`config.mk`:
```
export PLATFORM = sky130hd
export DESIGN_NAME = clint_timer_flat
export DESIGN_NICKNAME = d
export VERILOG_FILES = /design/src/rtl/clint_pkg.sv /design/src/rtl/clint_timer_if.sv /design/src/rtl/clint_prescaler.sv /design/src/rtl/clint_timer.sv /design/src/flat_wrapper.sv
export SDC_FILE = /design/constraint.sdc
export NUM_CORES = 1
export LEC_CHECK = 0
export ABC_AREA = 0
export CAP_MARGIN = 20
export CORE_ASPECT_RATIO = 2
export CORE_MARGIN = 2
export CORE_UTILIZATION = 45
export CTS_BUF_LIST = sky130_fd_sc_hd__clkbuf_8 sky130_fd_sc_hd__clkbuf_16
export CTS_CLUSTER_SIZE = 12
export DETAILED_ROUTE_END_ITERATION = 6
export SYNTH_ARGS = -nofsm -noshare
export SYNTH_HDL_FRONTEND = slang
export SYNTH_HIERARCHICAL = 1
export SYNTH_SLANG_ARGS = --single-unit
```
`constraint.sdc`:
```
create_clock -name clk_i -period 3.8 [get_ports clk_i]
set_clock_uncertainty 0.2 [all_clocks]
set_input_delay 0.76 -clock clk_i [delete_from_list [all_inputs] [get_ports clk_i]]
set_output_delay 0.76 -clock clk_i [all_outputs]
set_load 0.02 [all_outputs]
```
`src/rtl/clint_pkg.sv`:
```
// Shared register offsets and the byte-lane merge helper for the CLINT timer block.
package clint_pkg;

  localparam logic [15:0] CLINT_MSIP        = 16'h0000;
  localparam logic [15:0] CLINT_MTIMECMP_LO = 16'h4000;
  localparam logic [15:0] CLINT_MTIMECMP_HI = 16'h4004;
  localparam logic [15:0] CLINT_MTIME_LO    = 16'hBFF8;
  localparam logic [15:0] CLINT_MTIME_HI    = 16'hBFFC;

  function automatic logic [31:0] byte_merge(input logic [31:0] old_w,
                                             input logic [31:0] new_w,
                                             input logic [3:0]  sel);
    logic [31:0] res;
    res = old_w;
    for (int i = 0; i < 4; i++) begin
      if (sel[i]) res[8*i +: 8] = new_w[8*i +: 8];
    end
    return res;
  endfunction

endpackage

```
`src/rtl/clint_timer_if.sv`:
```
// Wishbone-classic 32-bit slave bus bundle between the core load/store path and the CLINT.
// Handshake: a request is cyc & stb & !ack; the slave answers with ack for exactly one
// cycle on the edge after the request, with read data valid only while ack is high.
interface clint_timer_if #(
    parameter int ADDR_W = 16
);
    logic [ADDR_W-1:0] wbs_addr_i;
    logic [31:0]       wbs_dat_i;
    logic [3:0]        wbs_sel_i;
    logic              wbs_we_i;
    logic              wbs_cyc_i;
    logic              wbs_stb_i;
    logic [31:0]       wbs_dat_o;
    logic              wbs_ack_o;

    modport master (
        output wbs_addr_i, wbs_dat_i, wbs_sel_i, wbs_we_i, wbs_cyc_i, wbs_stb_i,
        input  wbs_dat_o, wbs_ack_o
    );

    modport slave (
        input  wbs_addr_i, wbs_dat_i, wbs_sel_i, wbs_we_i, wbs_cyc_i, wbs_stb_i,
        output wbs_dat_o, wbs_ack_o
    );
endinterface

```
`src/rtl/clint_prescaler.sv`:
```
// mtime tick generator: counts 0..TICK_DIV-1 and pulses tick_o on the terminal count.
module clint_prescaler #(
    parameter int TICK_DIV = 1
) (
    input  logic clk_i,
    input  logic rst_i,
    input  logic clr_i,
    output logic tick_o
);
    localparam logic [15:0] TERM = 16'(TICK_DIV - 1);

    logic [15:0] cnt_q, cnt_d;

    always_comb begin
        tick_o = (cnt_q == TERM);
        cnt_d  = cnt_q + 16'd1;
        // A software write to mtime restarts the tick period from zero.
        if (clr_i || tick_o) cnt_d = 16'd0;
    end

    always_ff @(posedge clk_i) begin
        if (!rst_i) cnt_q <= 16'd0;
        else        cnt_q <= cnt_d;
    end
endmodule

```
`src/rtl/clint_timer.sv`:
```
// Machine-mode CLINT: 64-bit mtime/mtimecmp, msip, and the timer/software interrupt lines.
// Optional mtime prescaler is built only when CLINT_PRESCALER_EN is defined.
module clint_timer
    import clint_pkg::*;
#(
    parameter int ADDR_W   = 16,
    parameter int TICK_DIV = 1
) (
    input  logic         clk_i,
    input  logic         rst_i,
    clint_timer_if.slave wbs,
    output logic         xint_mtip_o,
    output logic         xint_msip_o
);
    logic [ADDR_W-1:0] addr;
    logic              unused_addr_bits;
    logic [15:0]       off;
    logic              req, wr, tick;
    logic              wr_mtime_lo, wr_mtime_hi, wr_mtime;
    logic [31:0]       rd_data;

    logic        ack_q, ack_d;
    logic [31:0] dat_q, dat_d;
    logic [63:0] mtime_q, mtime_d;
    logic [63:0] mtimecmp_q, mtimecmp_d;
    logic        msip_q, msip_d;
    logic        mtip_q, mtip_d;
    logic        msip_out_q, msip_out_d;

    assign addr             = wbs.wbs_addr_i;
    assign unused_addr_bits = ^addr;

`ifdef CLINT_PRESCALER_EN
    clint_prescaler #(.TICK_DIV(TICK_DIV)) u_prescaler (
        .clk_i  (clk_i),
        .rst_i  (rst_i),
        .clr_i  (wr_mtime),
        .tick_o (tick)
    );
`else
    localparam int tick_div_unused = TICK_DIV;
    assign tick = 1'b1;
`endif

    always_comb begin
        off         = {addr[15:2], 2'b00};
        req         = wbs.wbs_cyc_i & wbs.wbs_stb_i & ~ack_q;
        wr          = req & wbs.wbs_we_i;
        wr_mtime_lo = wr && (off == CLINT_MTIME_LO) && (wbs.wbs_sel_i != 4'b0000);
        wr_mtime_hi = wr && (off == CLINT_MTIME_HI) && (wbs.wbs_sel_i != 4'b0000);
        wr_mtime    = wr_mtime_lo | wr_mtime_hi;

        unique case (off)
            CLINT_MSIP:        rd_data = {31'd0, msip_q};
            CLINT_MTIMECMP_LO: rd_data = mtimecmp_q[31:0];
            CLINT_MTIMECMP_HI: rd_data = mtimecmp_q[63:32];
            CLINT_MTIME_LO:    rd_data = mtime_q[31:0];
            CLINT_MTIME_HI:    rd_data = mtime_q[63:32];
            default:           rd_data = 32'd0;
        endcase

        ack_d = req;
        dat_d = (req && !wbs.wbs_we_i) ? rd_data : 32'd0;

        msip_d = msip_q;
        if (wr && (off == CLINT_MSIP) && wbs.wbs_sel_i[0]) msip_d = wbs.wbs_dat_i[0];

        mtimecmp_d = mtimecmp_q;
        if (wr && (off == CLINT_MTIMECMP_LO))
            mtimecmp_d[31:0] = byte_merge(mtimecmp_q[31:0], wbs.wbs_dat_i, wbs.wbs_sel_i);
        if (wr && (off == CLINT_MTIMECMP_HI))
            mtimecmp_d[63:32] = byte_merge(mtimecmp_q[63:32], wbs.wbs_dat_i, wbs.wbs_sel_i);

        // A bus write to either half suppresses the tick entirely for that cycle.
        mtime_d = mtime_q + {63'd0, tick};
        if (wr_mtime_lo)
            mtime_d = {mtime_q[63:32], byte_merge(mtime_q[31:0], wbs.wbs_dat_i, wbs.wbs_sel_i)};
        if (wr_mtime_hi)
            mtime_d = {byte_merge(mtime_q[63:32], wbs.wbs_dat_i, wbs.wbs_sel_i), mtime_q[31:0]};

        mtip_d     = (mtime_q >= mtimecmp_q);
        msip_out_d = msip_q;
    end

    always_ff @(posedge clk_i) begin
        if (!rst_i) begin
            ack_q      <= 1'b0;
            dat_q      <= 32'd0;
            mtime_q    <= 64'd0;
            mtimecmp_q <= 64'hFFFF_FFFF_FFFF_FFFF;
            msip_q     <= 1'b0;
            mtip_q     <= 1'b0;
            msip_out_q <= 1'b0;
        end else begin
            ack_q      <= ack_d;
            dat_q      <= dat_d;
            mtime_q    <= mtime_d;
            mtimecmp_q <= mtimecmp_d;
            msip_q     <= msip_d;
            mtip_q     <= mtip_d;
            msip_out_q <= msip_out_d;
        end
    end

    assign wbs.wbs_ack_o = ack_q;
    assign wbs.wbs_dat_o = dat_q;
    assign xint_mtip_o   = mtip_q;
    assign xint_msip_o   = msip_out_q;
endmodule

```
`src/flat_wrapper.sv`:
```
// flat-port wrapper written by rule: the top's interface ports become plain ports
module clint_timer_flat import clint_pkg::*;
#(
    parameter int ADDR_W   = 16,
    parameter int TICK_DIV = 1
)
  (clk_i, rst_i, xint_mtip_o, xint_msip_o, wbs_wbs_addr_i, wbs_wbs_dat_i, wbs_wbs_sel_i, wbs_wbs_we_i, wbs_wbs_cyc_i, wbs_wbs_stb_i, wbs_wbs_dat_o, wbs_wbs_ack_o);
  clint_timer_if #(.ADDR_W(ADDR_W)) wbs_i ();
  input  logic clk_i;
  input  logic rst_i;
  output logic xint_mtip_o;
  output logic xint_msip_o;
  input wire logic [$bits(wbs_i.wbs_addr_i)-1:0] wbs_wbs_addr_i;
  input wire logic [$bits(wbs_i.wbs_dat_i)-1:0] wbs_wbs_dat_i;
  input wire logic [$bits(wbs_i.wbs_sel_i)-1:0] wbs_wbs_sel_i;
  input wire logic [$bits(wbs_i.wbs_we_i)-1:0] wbs_wbs_we_i;
  input wire logic [$bits(wbs_i.wbs_cyc_i)-1:0] wbs_wbs_cyc_i;
  input wire logic [$bits(wbs_i.wbs_stb_i)-1:0] wbs_wbs_stb_i;
  output wire logic [$bits(wbs_i.wbs_dat_o)-1:0] wbs_wbs_dat_o;
  output wire logic [$bits(wbs_i.wbs_ack_o)-1:0] wbs_wbs_ack_o;
  assign wbs_i.wbs_addr_i = wbs_wbs_addr_i;
  assign wbs_i.wbs_dat_i = wbs_wbs_dat_i;
  assign wbs_i.wbs_sel_i = wbs_wbs_sel_i;
  assign wbs_i.wbs_we_i = wbs_wbs_we_i;
  assign wbs_i.wbs_cyc_i = wbs_wbs_cyc_i;
  assign wbs_i.wbs_stb_i = wbs_wbs_stb_i;
  assign wbs_wbs_dat_o = wbs_i.wbs_dat_o;
  assign wbs_wbs_ack_o = wbs_i.wbs_ack_o;
  clint_timer #(.ADDR_W(ADDR_W), .TICK_DIV(TICK_DIV)) u_core (.clk_i(clk_i), .rst_i(rst_i), .wbs(wbs_i), .xint_mtip_o(xint_mtip_o), .xint_msip_o(xint_msip_o));
endmodule
```
# Yosys cells after proc, flatten, opt, wreduce, memory -nomap -nowiden
# Cells that the tools add are included.
dict set report word_totals {
  ff_bits 164
  in_bits 57
  out_inout_bits 35
}
dict set report op_classes {
  n_addsub 1
  n_lt_le_gt_ge 1
  eq_ne 13
  n_mux 7
  bitwise 5
  n_reduce_logical 29
}
# operator count
set op_table {}
lappend op_table {{$pmux 32 s5} 1}
lappend op_table {{$mux 64} 2}
lappend op_table {{$add 64x1->64 const B} 1}
lappend op_table {{$ge 64x64->1} 1}
lappend op_table {{$reduce_and 2->1} 17}
lappend op_table {{$mux 8} 4}
lappend op_table {{$eq 14x13->1 const B} 2}
lappend op_table {{$eq 14x14->1 const B} 2}
lappend op_table {{$ne 2x2->1 const B} 9}
lappend op_table {{$logic_not 14->1} 1}
lappend op_table {{$logic_and 1x1->1} 9}
lappend op_table {{$reduce_bool 4->1} 1}
lappend op_table {{$and 1x1->1} 3}
lappend op_table {{$not 1->1} 2}
lappend op_table {{$logic_not 1->1} 1}

# Logic depth before layout (Yosys ltp)
dict set report depth {
  ltp_word 7
  ltp_mapped 9
}

# Least setup slack after synthesis
# OpenSTA, ideal clock, no wires.
dict set report synth_path {
  path_kind {input port to flip-flop}
  start {input port wbs_wbs_addr_i[3]}
  end {register u_core.mtimecmp_q[31]}
  setup_time_ns 0.137
  arrival_time_ns 2.545
  setup_slack_ns 0.918
  stages 8
  path_buffers 2
  path_cell_list {buf_6 or4_4 or4_4 nor2_8 buf_6 nand2_2 nand2_1 nand3_1}
}
dict set report synth_via {
  elab_chain_len 3
}
# element line
set synth_lines {}
lappend synth_lines {{from (decl)} flat_wrapper.sv:13} ;# input wire logic [$bits(wbs_i.wbs_addr_i)-1:0] wbs_wbs_addr_i;
lappend synth_lines {{$eq 14x13->1} clint_timer.sv:69} ;# if (wr && (off == CLINT_MTIMECMP_LO))
lappend synth_lines {{$logic_and 1x1->1} clint_timer.sv:69}
lappend synth_lines {{$reduce_and 2->1 (no line)} n/a}
lappend synth_lines {{to (signal assigned)} clint_timer.sv:98} ;# mtimecmp_q <= mtimecmp_d;
lappend synth_lines {{to (decl)} clint_timer.sv:25} ;# logic [63:0] mtimecmp_q, mtimecmp_d;
# Every way passes these cells.
# A chain may end at the register's enable or synchronous reset.

# Final worst setup path
dict set report layout_path {
  start {input port wbs_wbs_sel_i[3]}
  end {register u_core.mtime_q[22]}
}
dict set report layout_via {
  elab_chain_len 4
  word_cells_on_any_way 7
  classes_between {1 x eq/ne; 1 x mux; 1 x bitwise; 4 x reduce/logical}
}
# element line
set layout_lines {}
lappend layout_lines {{from (decl)} flat_wrapper.sv:15} ;# input wire logic [$bits(wbs_i.wbs_sel_i)-1:0] wbs_wbs_sel_i;
lappend layout_lines {{$reduce_bool 4->1 *} {clint_timer.sv:49, clint_timer.sv:50}}
lappend layout_lines {{$logic_and 1x1->1 (on tied branches)} {clint_timer.sv:49, clint_timer.sv:50}}
lappend layout_lines {{$ne 2x2->1 (no line) / $not 1->1 (equally long branches)} n/a}
lappend layout_lines {{$reduce_and 2->1 (no line)} n/a}
lappend layout_lines {{to (signal assigned)} clint_timer.sv:97} ;# mtime_q <= mtime_d;
lappend layout_lines {{to (decl)} clint_timer.sv:24} ;# logic [63:0] mtime_q, mtime_d;
# Every way passes the cells marked *; elsewhere a longest branch is shown, timed or not. The select of a mux whose other input is x is not followed.

==> results.toml <==
[worst_setup_path]
slowest_delay_ns = 0.64
start_kind = "input port"
slowest_stage = "nor4_1"
cp_max_fo = 25
cp_cell_sequence = "clkdlybuf4s50_1, nor4_1, nor4_1, and3_1, buf_4, nor3_1, mux2_1, a21oi_1"
critPathMostFrequentCell = "nor4_1"
arrival_ns = 3.47
cp.required_ns = 3.98
startpoint = "wbs_wbs_sel_i[3]"
path_class = "in2reg"
r2r_start = "u_core/mtime_q[0]"
end_kind = "flip-flop"

[global_route]
antenna_found_initial = 0
grt_usage_pct = 32.0
gr-total-overflow = 0
grt_max_degree = 48
grt_pass1_wl_um = 56500
grt_pass1_vias = 9973

[layout]
final_cell_mix = "nand2_1, dfxtp_1, a21oi_1"
area_growth_pct = 21.1
n_antenna_cell = 0
nNetsFinal = 1470
drive_gt1_share_pct = 10.1
fin_util_pct = 55.3
final_common_cell = "nand2_1"

[die]
fp.dieW_um = 110
die_area_mm2 = 0.0237
start_util_pct = 45.6
dieHeight_um = 216
ios = 92
coreArea_mm2 = 0.0221
num_rows = 77

[job]
maxCapViolCount = 0

[power]
finalPower_w = 0.00395
p_switching_w = 0.000874
swShare_pct = 22.1
power.share.sequential_pct = 43.8
p_leak_nw = 5.41
power.internal_w = 0.00308
irDropWorstVdd_uv = 320
powerDensity_mw_per_mm2 = 324
combPwrFrac_pct = 5.1
p_clk_share_pct = 51.1

[synthesis]
synth_warnings = 6
synth_edf_count = 0
synth-seq-cells = 164
synthArstFlopShare_pct = 0
synth_area_mm2 = 0.0101
syn_nets = 1371
syn_inst = 1249
synth.distinct_cells = 83
syn_avg_cell_area_um2 = 8.06
ys_seq_area_share_pct = 32.6
ys_dominant_reg_cell = "dfxtp_1"

[drt]
via_per_inst = 6.18
wl_per_cell_um = 22.4
drt_first_pass_iters = 6
vias = 10100
drtIter0Drc = 705
drtAntennaViolNets = 0
route.detailed.drc = 0
routed_wl_um = 36600

[cts]
cts_tree = "built"
cts_buffers = 17
path_clk_slew_ns = 0.06
cts_setup_buffers = 0
cts_sinks = 164
h-tree-depth = 4
clk_path_buf_depth = 2
cts-root-buf = "clkbuf_16"
cts_resized = 0
worstSkewPairLatency_ns = 0.47
cts_hold_buf = 0

[sta]
fin_hold_ws_ns = 0.290
hold_violations = 0
period_minus_slack_ns = 3.29
min_period_over_period_pct = 86.5
slew_headroom_pct = 42.7
rsz0062_at_grt = "false"
clock.fmax_mhz = 304
final-max-slew-violation-count = 0
setup_tns_ns = 0
tightestPinTransition_ns = 0.851
setup_viol = 0

[min_path]
hp-class = "reg2reg"
hold_path.startpoint = "u_core/msip_out_d"

[placement]
port-buffer-count = 89
hpwlAfterDp_um = 27400
gp_congestion = 0.955

[status]
outcome = "finished, final reports clean"
-- path summary, 6_finish.rpt --
check	end	slack [ns]	depth (start not counted)
worst max-delay path	u_core/mtime_q[22]	0.51	8
worst min-delay path	u_core/xint_msip_o	0.29	1
worst max register to register	u_core/mtime_q[60]	0.77	9
worst min register to register	u_core/xint_msip_o	0.29	1
-- through the flow --
| step | instances | setup slack (ns) | area (um2) |
|---|---|---|---|
| finish | 1637 | 0.514 | 12200 |
| global placement | 1605 | 0.208 | 11500 |
| floorplan | 1249 | 0.918 | 10100 |
| CTS | 1637 | 0.580 | 12200 |
| detailed placement | 1605 | 0.117 | 11500 |
| global route | 1637 | 0.435 | 12200 |
-- critical path: cells and delay by family --
| kind | cells | cell delay [ns] |
|---|---|---|
| AOI/OAI and AO/OA | 1 | 0.16 |
| buffers and inverters | 2 | 0.85 |
| and+or+nand+nor | 4 | 1.35 |
| muxes | 1 | 0.35 |
-- cells in the mapped netlist (4+ instances only) --
cell type,n,area share (%)
a211oi_1,21,1.6
a32oi_1,4,0.35
and2_1,9,0.56
nor3_2,4,0.40
or4_1,7,0.52
nand3_4,6,1.0
a22o_1,26,2.3
a21oi_1,90,4.5
nand4_1,27,1.7
dfxtp_1,164,33
mux2i_1,57,5.7
buf_2,13,0.65
o22ai_1,4,0.25
o21ai_0,41,2.0
xnor2_1,13,1.1
or3_1,10,0.62
nor3_1,28,1.4
a31o_2,5,0.44
nor2_1,53,2.0
a21oi_2,10,0.87
nand3_1,66,3.3
nor4_1,17,1.1
a31oi_1,17,1.1
clkbuf_1,48,1.8
ha_1,65,8.1
o211ai_1,6,0.45
nand2_1,198,7.4
a222oi_1,4,0.40
and4_1,10,0.87
nand4b_1,5,0.44
inv_1,77,2.9
and3_1,20,1.2
a22oi_1,31,2.3
-- power by group through the flow --
stage	sequential, W	combinational, W	clock [W]
floorplan	0.00177	0.0000715	0
global placement	0.00177	0.000200	0
detailed placement	0.00177	0.000201	0
CTS	0.00173	0.000201	0.00205
global route	0.00173	0.000212	0.00211
finish	0.00173	0.000203	0.00202
-- logic make-up after synthesis --
group	count (synthesis)	synth area share, %
muxes	61	6.12
buffers and inverters	147	5.90
DFF	164	32.6
and+or+nand+nor	490	25.3
AOI/OAI and AO/OA	308	20.7
adders and majority gates	65	8.08
xor gates and xnor gates	14	1.22
-- routing by layer --
metal | GRT usage, % | up-vias | share of wire, %
met5 | 0 | - | 0
met4 | 20.9 | 0 | 7.0
met3 | 5.19 | 128 | 4.7
met2 | 56.9 | 385 | 53
met1 | 33.5 | 4838 | 35
li1 | - | 4763 | -
-- flip-flops by register name, indices dropped and copies added (netlist names) --
signal                flops
u_core/mtime_q           64
u_core/mtimecmp_q        64
u_core/msip_out_d         1
u_core/wbs.wbs_ack_o      1
u_core/wbs.wbs_dat_o     32
u_core/xint_msip_o        1
u_core/xint_mtip_o        1
-- area by class of cell --
type / count / area, um2
clock buffers: 20 / 467
clock inverters: 12 / 209
fillers: 2132 / 9870
inverters: 78 / 293
multi-input cells: 938 / 6210
flip-flops and latches: 164 / 3280
well taps: 276 / 345
repair buffers: 149 / 1380
Power figures use the tool's default switching activity.
